$ cat src/rtl/cp0_exc_ctrl_pkg.sv
// rtl/cp0_exc_ctrl_pkg.sv - CP0 exception controller shared constants, states and field helpers
package cp0_exc_ctrl_pkg;

    // ExcCode values the controller has to distinguish
    localparam logic [4:0] EXC_INT  = 5'd0;
    localparam logic [4:0] EXC_TLBL = 5'd2;
    localparam logic [4:0] EXC_TLBS = 5'd3;
    localparam logic [4:0] EXC_ADEL = 5'd4;
    localparam logic [4:0] EXC_ADES = 5'd5;

    // Status / Cause bit positions
    localparam int STATUS_IE     = 0;
    localparam int STATUS_EXL    = 1;
    localparam int STATUS_IM_LO  = 10;
    localparam int STATUS_IM_HI  = 15;
    localparam int CAUSE_CODE_LO = 2;
    localparam int CAUSE_CODE_HI = 6;
    localparam int CAUSE_IP_LO   = 10;
    localparam int CAUSE_IP_HI   = 15;
    localparam int CAUSE_BD      = 31;

    localparam logic [31:0] STATUS_EXL_MASK = 32'h0000_0002;

    typedef enum logic [1:0] {
        ST_IDLE     = 2'd0,
        ST_SAVE     = 2'd1,
        ST_REDIRECT = 2'd2,
        ST_ERET_WB  = 2'd3
    } state_e;

    // Address-error and TLB-miss codes are the only ones that report a faulting address
    function automatic logic needs_badvaddr(input logic [4:0] code);
        return (code == EXC_TLBL) || (code == EXC_TLBS) ||
               (code == EXC_ADEL) || (code == EXC_ADES);
    endfunction

    // Keep every Cause bit the controller does not own, replace ExcCode, IP and BD
    function automatic logic [31:0] cause_merge(input logic [31:0] cause,
                                                input logic [4:0]  code,
                                                input logic [5:0]  ip,
                                                input logic        bd);
        logic [31:0] r;
        r = cause;
        r[CAUSE_CODE_HI:CAUSE_CODE_LO] = code;
        r[CAUSE_IP_HI:CAUSE_IP_LO]     = ip;
        r[CAUSE_BD]                    = bd;
        return r;
    endfunction

endpackage

$ cat src/rtl/cp0_exc_ctrl.sv
// rtl/cp0_exc_ctrl.sv - CP0 exception/interrupt/ERET sequencer driving CP0 write strobes and PC redirect
module cp0_exc_ctrl
    import cp0_exc_ctrl_pkg::*;
#(
    parameter logic [31:0] EXC_VECTOR    = 32'h8000_0180,
    parameter logic [31:0] REFILL_VECTOR = 32'h8000_0000
) (
    input  logic        clk,
    input  logic        rst_n,
    input  logic        exc_req,
    input  logic [4:0]  exc_code,
    input  logic        exc_refill,
    input  logic        exc_bd,
    input  logic [31:0] exc_pc,
    input  logic [31:0] exc_badvaddr,
    input  logic        eret_req,
    input  logic [5:0]  hw_int,
    input  logic [31:0] cp0_status,
    input  logic [31:0] cp0_cause,
    input  logic [31:0] cp0_epc,
    output logic [31:0] in_epc,
    output logic [31:0] in_status,
    output logic [31:0] in_cause,
    output logic [31:0] in_badVAddr,
    output logic        we_epc,
    output logic        we_status,
    output logic        we_cause,
    output logic        we_badVAddr,
    output logic        busy,
    output logic        flush,
    output logic        redirect,
    output logic [31:0] redirect_pc
);

    state_e      state_q;
    logic [4:0]  code_q;
    logic [31:0] pc_q;
    logic [31:0] badvaddr_q;
    logic        bd_q;
    logic        refill_q;
    logic        exl_q;
    logic [5:0]  ip_q;

    logic        int_take;
    logic        take_exc;

    // Interrupt is taken only when an enabled line is pending and we are not already in a handler
    always_comb begin
        int_take = (|(hw_int & cp0_status[STATUS_IM_HI:STATUS_IM_LO])) &
                   cp0_status[STATUS_IE] & ~cp0_status[STATUS_EXL];
        take_exc = exc_req | int_take;
    end

    // Sequencer: accept one event in IDLE, capture its context, then walk the fixed write/redirect steps
    always_ff @(posedge clk or negedge rst_n) begin
        if (!rst_n) begin
            state_q    <= ST_IDLE;
            code_q     <= '0;
            pc_q       <= '0;
            badvaddr_q <= '0;
            bd_q       <= 1'b0;
            refill_q   <= 1'b0;
            exl_q      <= 1'b0;
            ip_q       <= '0;
        end else begin
            case (state_q)
                ST_IDLE: begin
                    if (take_exc) begin
                        state_q    <= ST_SAVE;
                        code_q     <= exc_req ? exc_code : EXC_INT;
                        pc_q       <= exc_pc;
                        badvaddr_q <= exc_badvaddr;
                        bd_q       <= exc_bd;
                        refill_q   <= exc_req & exc_refill;
                        exl_q      <= cp0_status[STATUS_EXL];
                        ip_q       <= hw_int;
                    end else if (eret_req) begin
                        state_q <= ST_ERET_WB;
                    end
                end
                ST_SAVE:     state_q <= ST_REDIRECT;
                ST_REDIRECT: state_q <= ST_IDLE;
                ST_ERET_WB:  state_q <= ST_IDLE;
                default:     state_q <= ST_IDLE;
            endcase
        end
    end

    // Outputs are a pure decode of the registered state, so each strobe lasts exactly one state cycle
    always_comb begin
        in_epc      = '0;
        in_status   = '0;
        in_cause    = '0;
        in_badVAddr = '0;
        we_epc      = 1'b0;
        we_status   = 1'b0;
        we_cause    = 1'b0;
        we_badVAddr = 1'b0;
        busy        = 1'b0;
        flush       = 1'b0;
        redirect    = 1'b0;
        redirect_pc = '0;
        case (state_q)
            ST_SAVE: begin
                busy = 1'b1;
                // A nested exception must not clobber the EPC of the handler already running
                if (!cp0_status[STATUS_EXL]) begin
                    we_epc = 1'b1;
                    in_epc = bd_q ? (pc_q - 32'd4) : pc_q;
                end
                we_status = 1'b1;
                in_status = cp0_status | STATUS_EXL_MASK;
                we_cause  = 1'b1;
                in_cause  = cause_merge(cp0_cause, code_q, ip_q, bd_q);
                if (needs_badvaddr(code_q)) begin
                    we_badVAddr = 1'b1;
                    in_badVAddr = badvaddr_q;
                end
            end
            ST_REDIRECT: begin
                busy     = 1'b1;
                flush    = 1'b1;
                redirect = 1'b1;
                // Refill misses taken from inside a handler go through the general vector
                redirect_pc = (refill_q && !exl_q) ? REFILL_VECTOR : EXC_VECTOR;
            end
            ST_ERET_WB: begin
                busy        = 1'b1;
                we_status   = 1'b1;
                in_status   = cp0_status & ~STATUS_EXL_MASK;
                flush       = 1'b1;
                redirect    = 1'b1;
                redirect_pc = cp0_epc;
            end
            default: begin
                busy = 1'b0;
            end
        endcase
    end

endmodule

$ cat config.mk
export PLATFORM = sky130hd
export DESIGN_NAME = cp0_exc_ctrl
export DESIGN_NICKNAME = d
export VERILOG_FILES = /design/src/rtl/cp0_exc_ctrl_pkg.sv /design/src/rtl/cp0_exc_ctrl.sv
export SDC_FILE = /design/constraint.sdc
export NUM_CORES = 1
export LEC_CHECK = 0
export ABC_AREA = 1
export BUFFER_PORTS_ARGS = -buffer_cell sky130_fd_sc_hd__buf_2
export CORE_AREA = 2 2 133 135
export DETAILED_ROUTE_END_ITERATION = 16
export DIE_AREA = 0 0 135 137
export PLACE_DENSITY = 0.62
export SLEW_MARGIN = 25
export SYNTH_ARGS = -nofsm -noshare
export SYNTH_HDL_FRONTEND = slang
export SYNTH_SLANG_ARGS = --single-unit
$ cat constraint.sdc
create_clock -name clk -period 1.7 [get_ports clk]
set_input_delay 0.17 -clock clk [delete_from_list [all_inputs] [get_ports clk]]
set_output_delay 0.17 -clock clk [all_outputs]
set_load 0.1 [all_outputs]
==> reports/results.txt <==
DPL Wire Length -> 17,300 µm
CTS tree -> done
Setup Viol. Count Final -> 144
Status -> complete, but fails checks
RSZ-0062 raised after global routing -> true
Area occupied by multi-input gates -> 4130 µm²
Critical path class -> reg -> out
H-tree levels -> 3
Share of layout cells above drive strength 1 -> 58.2%
VDD IR-drop max -> 0.00182 V
Vias post-DR -> 7,133
Worst-Margin Slew -> 494 ps
Overall power -> 26.5 mW
Pleak -> 6.36 nW
Clk_lat worst skew -> 330 ps
TritonCTS Buffers -> 9
Routed wire length -> 26,100 µm
GP Congestion -> 0.905
Fin. max-slew vios -> 0
Final Util -> 76.1%
Hold path startpoint -> exc_pc[29]
Post-Syn Area -> 5380 µm²
Setup Skew -> 3.74 ps
Pwr Density -> 2040 nW/µm²
Start of the worst register-to-register path -> state_q[0]
Post-Syn Nets -> 1,038
Commonest non-fill, non-tap cell in the layout -> nand2_1
Max-cap violations -> 0
# clock sinks -> 80
Boundary Pins -> 344
Final nets -> 1,454
Tot GR Track Use -> 26.9%
# rows -> 48
I/O Buffers -> 331
Core Region -> 17,100 µm²
1st-pass router iterations -> 5
Cell Count, Final, Fillers Out -> 1,506
Placed insts -> 1,441
Minimum clock period -> 2230 ps
Grt ovf -> 0
Sequential share of the synthesized area -> 37.2%
Highest-delay cell along the critical path -> dfrtp_1
CP max FO -> 5
Critical Path Most Common Cell -> nor2_4
Wire per inst -> 17.4 µm
Data arrival, critical path -> 2060 ps
Worst Setup End Kind -> output pin
Root Buffer -> clkbuf_16
CP Launch Point -> pc_q[5]
Vias in the first global route -> 7,266
Endpoints failing hold -> 0
Fmax -> 448 MHz
Setup crit start kind -> register
Area delta synth->final -> 141%
Initial Util -> 31.5%
Worst EP required -> 1530 ps
Initial antenna violation count -> 1
CTS max path bufs -> 2
Antenna Violating Nets Remaining -> 0
Synth Register Bits -> 80
Width of the die -> 135 µm
FF+latch area -> 2010 µm²
Post-synth cell types -> 34
Syn Area/Cell -> 6.25 µm²
YS warnings -> 0
Failing checks -> negative setup slack
Cell count after synthesis -> 860
Vias per Instance -> 4.74
TNS Setup -> -23,500 ps
Fillers -> 1,081
CP peak stage delay -> 450 ps
Rel. slew slack -> 66.9%
Most frequent cells in the layout -> nand2_1 (200), buf_12 (190), buf_2 (163), nor2_4 (121), inv_1 (119)
Initial DRC Count -> 421
Worst-path clk slew -> 60 ps
Final worst setup slack -> -534 ps
Final Cycle Share -> 131%
Hold Crit Class -> in -> reg
Largest net degree at the start of global routing -> 81
First-pass GRT wire length -> 38,800 µm
Drc violations -> 0
Die area -> 18,500 µm²
Die Y -> 137 µm
CP Cell Sequence -> nor2_1 -> nand2_1 -> nor2_4 -> nand2_4 -> nor2_4 -> nand2_2 -> a21oi_4 -> buf_12
==> cell type report <==
cell class,count,share of cell area (%)
clock buffer,15,2.06
antenna,1,0.0193
multi-input combinational,573,31.8
tap,225,2.17
timing repair buffer,447,43.3
sequential,80,15.5
inverter,165,5.14
==> kinds of logic (layout without fill, tap and decap cells) <==
kind of cell / after synthesis / after routing / share of synthesized area [%]
other cells: 0 / 1 / 0
flops: 80 / 80 / 37.2
compound gates: 35 / 35 / 3.44
xor+xnor: 5 / 5 / 0.814
fa+ha+maj: 1 / 1 / 0.233
simple gates: 531 / 532 / 42.5
buf+inv: 208 / 627 / 15.8
==> registers in the layout (all words and copies together), names as in the netlist <==
signal,count
code_q,5
badvaddr_q,32
pc_q,32
exl_q,1
state_q,2
refill_q,1
ip_q,6
bd_q,1
==> power breakdown <==
part / switching [mW] / internal [mW] / leakage [nW]
combinational: 13.3 / 7.74 / 5.24
clock: 0.723 / 1.06 / 0.130
sequential: 0.817 / 2.84 / 0.984
==> final timing paths <==
kind,end,slack [ps],depth (start not counted)
max in group asynchronous,pc_q[4],940,3
min in group asynchronous,badvaddr_q[14],410,3
min,pc_q[29],60,3
min reg2reg,badvaddr_q[28],470,2
max reg2reg,exl_q,40,8
max,in_epc[19],-530,8
==> critical path: cells and delay by family, from the launching register on <==
family | cells | cell delay, ps
compound gates | 1 | 150
flops | 1 | 450
buf+inv | 1 | 190
simple gates | 6 | 940
==> repair_timing <==
item | in CTS | in global routing
pin swaps | 41 | 49
setup endpoints to repair | 162 | 242
resized for setup | 188 | 100
hold buffers | 1 | 0
hold endpoints to repair | 80 | 0
buffers inserted | 26 | 19
cloned | 13 | 1
==> cell usage after synthesis <==
library cell / n / share of area (%)
nand2_1: 247 / 17
inv_1: 161 / 11
nor2_1: 154 / 11
nand3_1: 92 / 8.6
dfrtp_1: 80 / 37
buf_2: 22 / 2.0
a21oi_1: 18 / 1.7
clkbuf_1: 14 / 0.98
o21ai_0: 10 / 0.93
nand4_1: 8 / 0.93
nor2_2: 6 / 0.70
xor2_1: 5 / 0.81
buf_4: 4 / 0.56
nand2_2: 4 / 0.47
nand2_4: 4 / 0.84
nor2_4: 4 / 0.84
buf_6: 3 / 0.63
nor2_8: 3 / 1.1
nor3_1: 3 / 0.28
o21ai_1: 3 / 0.28
inv_2: 2 / 0.14
a21oi_2: 1 / 0.16
a31oi_1: 1 / 0.12
and2_1: 1 / 0.12
and3_1: 1 / 0.12
clkinv_2: 1 / 0.093
ha_1: 1 / 0.23
inv_4: 1 / 0.12
nand3_2: 1 / 0.19
nand3b_1: 1 / 0.14
nor4_1: 1 / 0.12
o211ai_1: 1 / 0.14
o21a_1: 1 / 0.14
or2_2: 1 / 0.12
==> layer usage <==
metal	up-vias	part of all wire [%]	GRT usage (%)	wire, µm
li1	3398	-	-	-
met1	3350	37	32.4	9680
met2	323	52	46.4	13500
met3	62	8.6	7.56	2250
met4	0	2.8	9.03	738
met5	-	0	0	0
==> metrics by stage <==
step	setup WS (ps)	cell area [µm²]	hold WS, ps
global placement	-121	11200	231
finish	-534	13000	58.4
global route	-596	13000	56.3
floorplan	-483	6430	-126
CTS	-467	12600	46.1
detailed placement	-149	11200	230
Power figures use the tool's default switching activity.
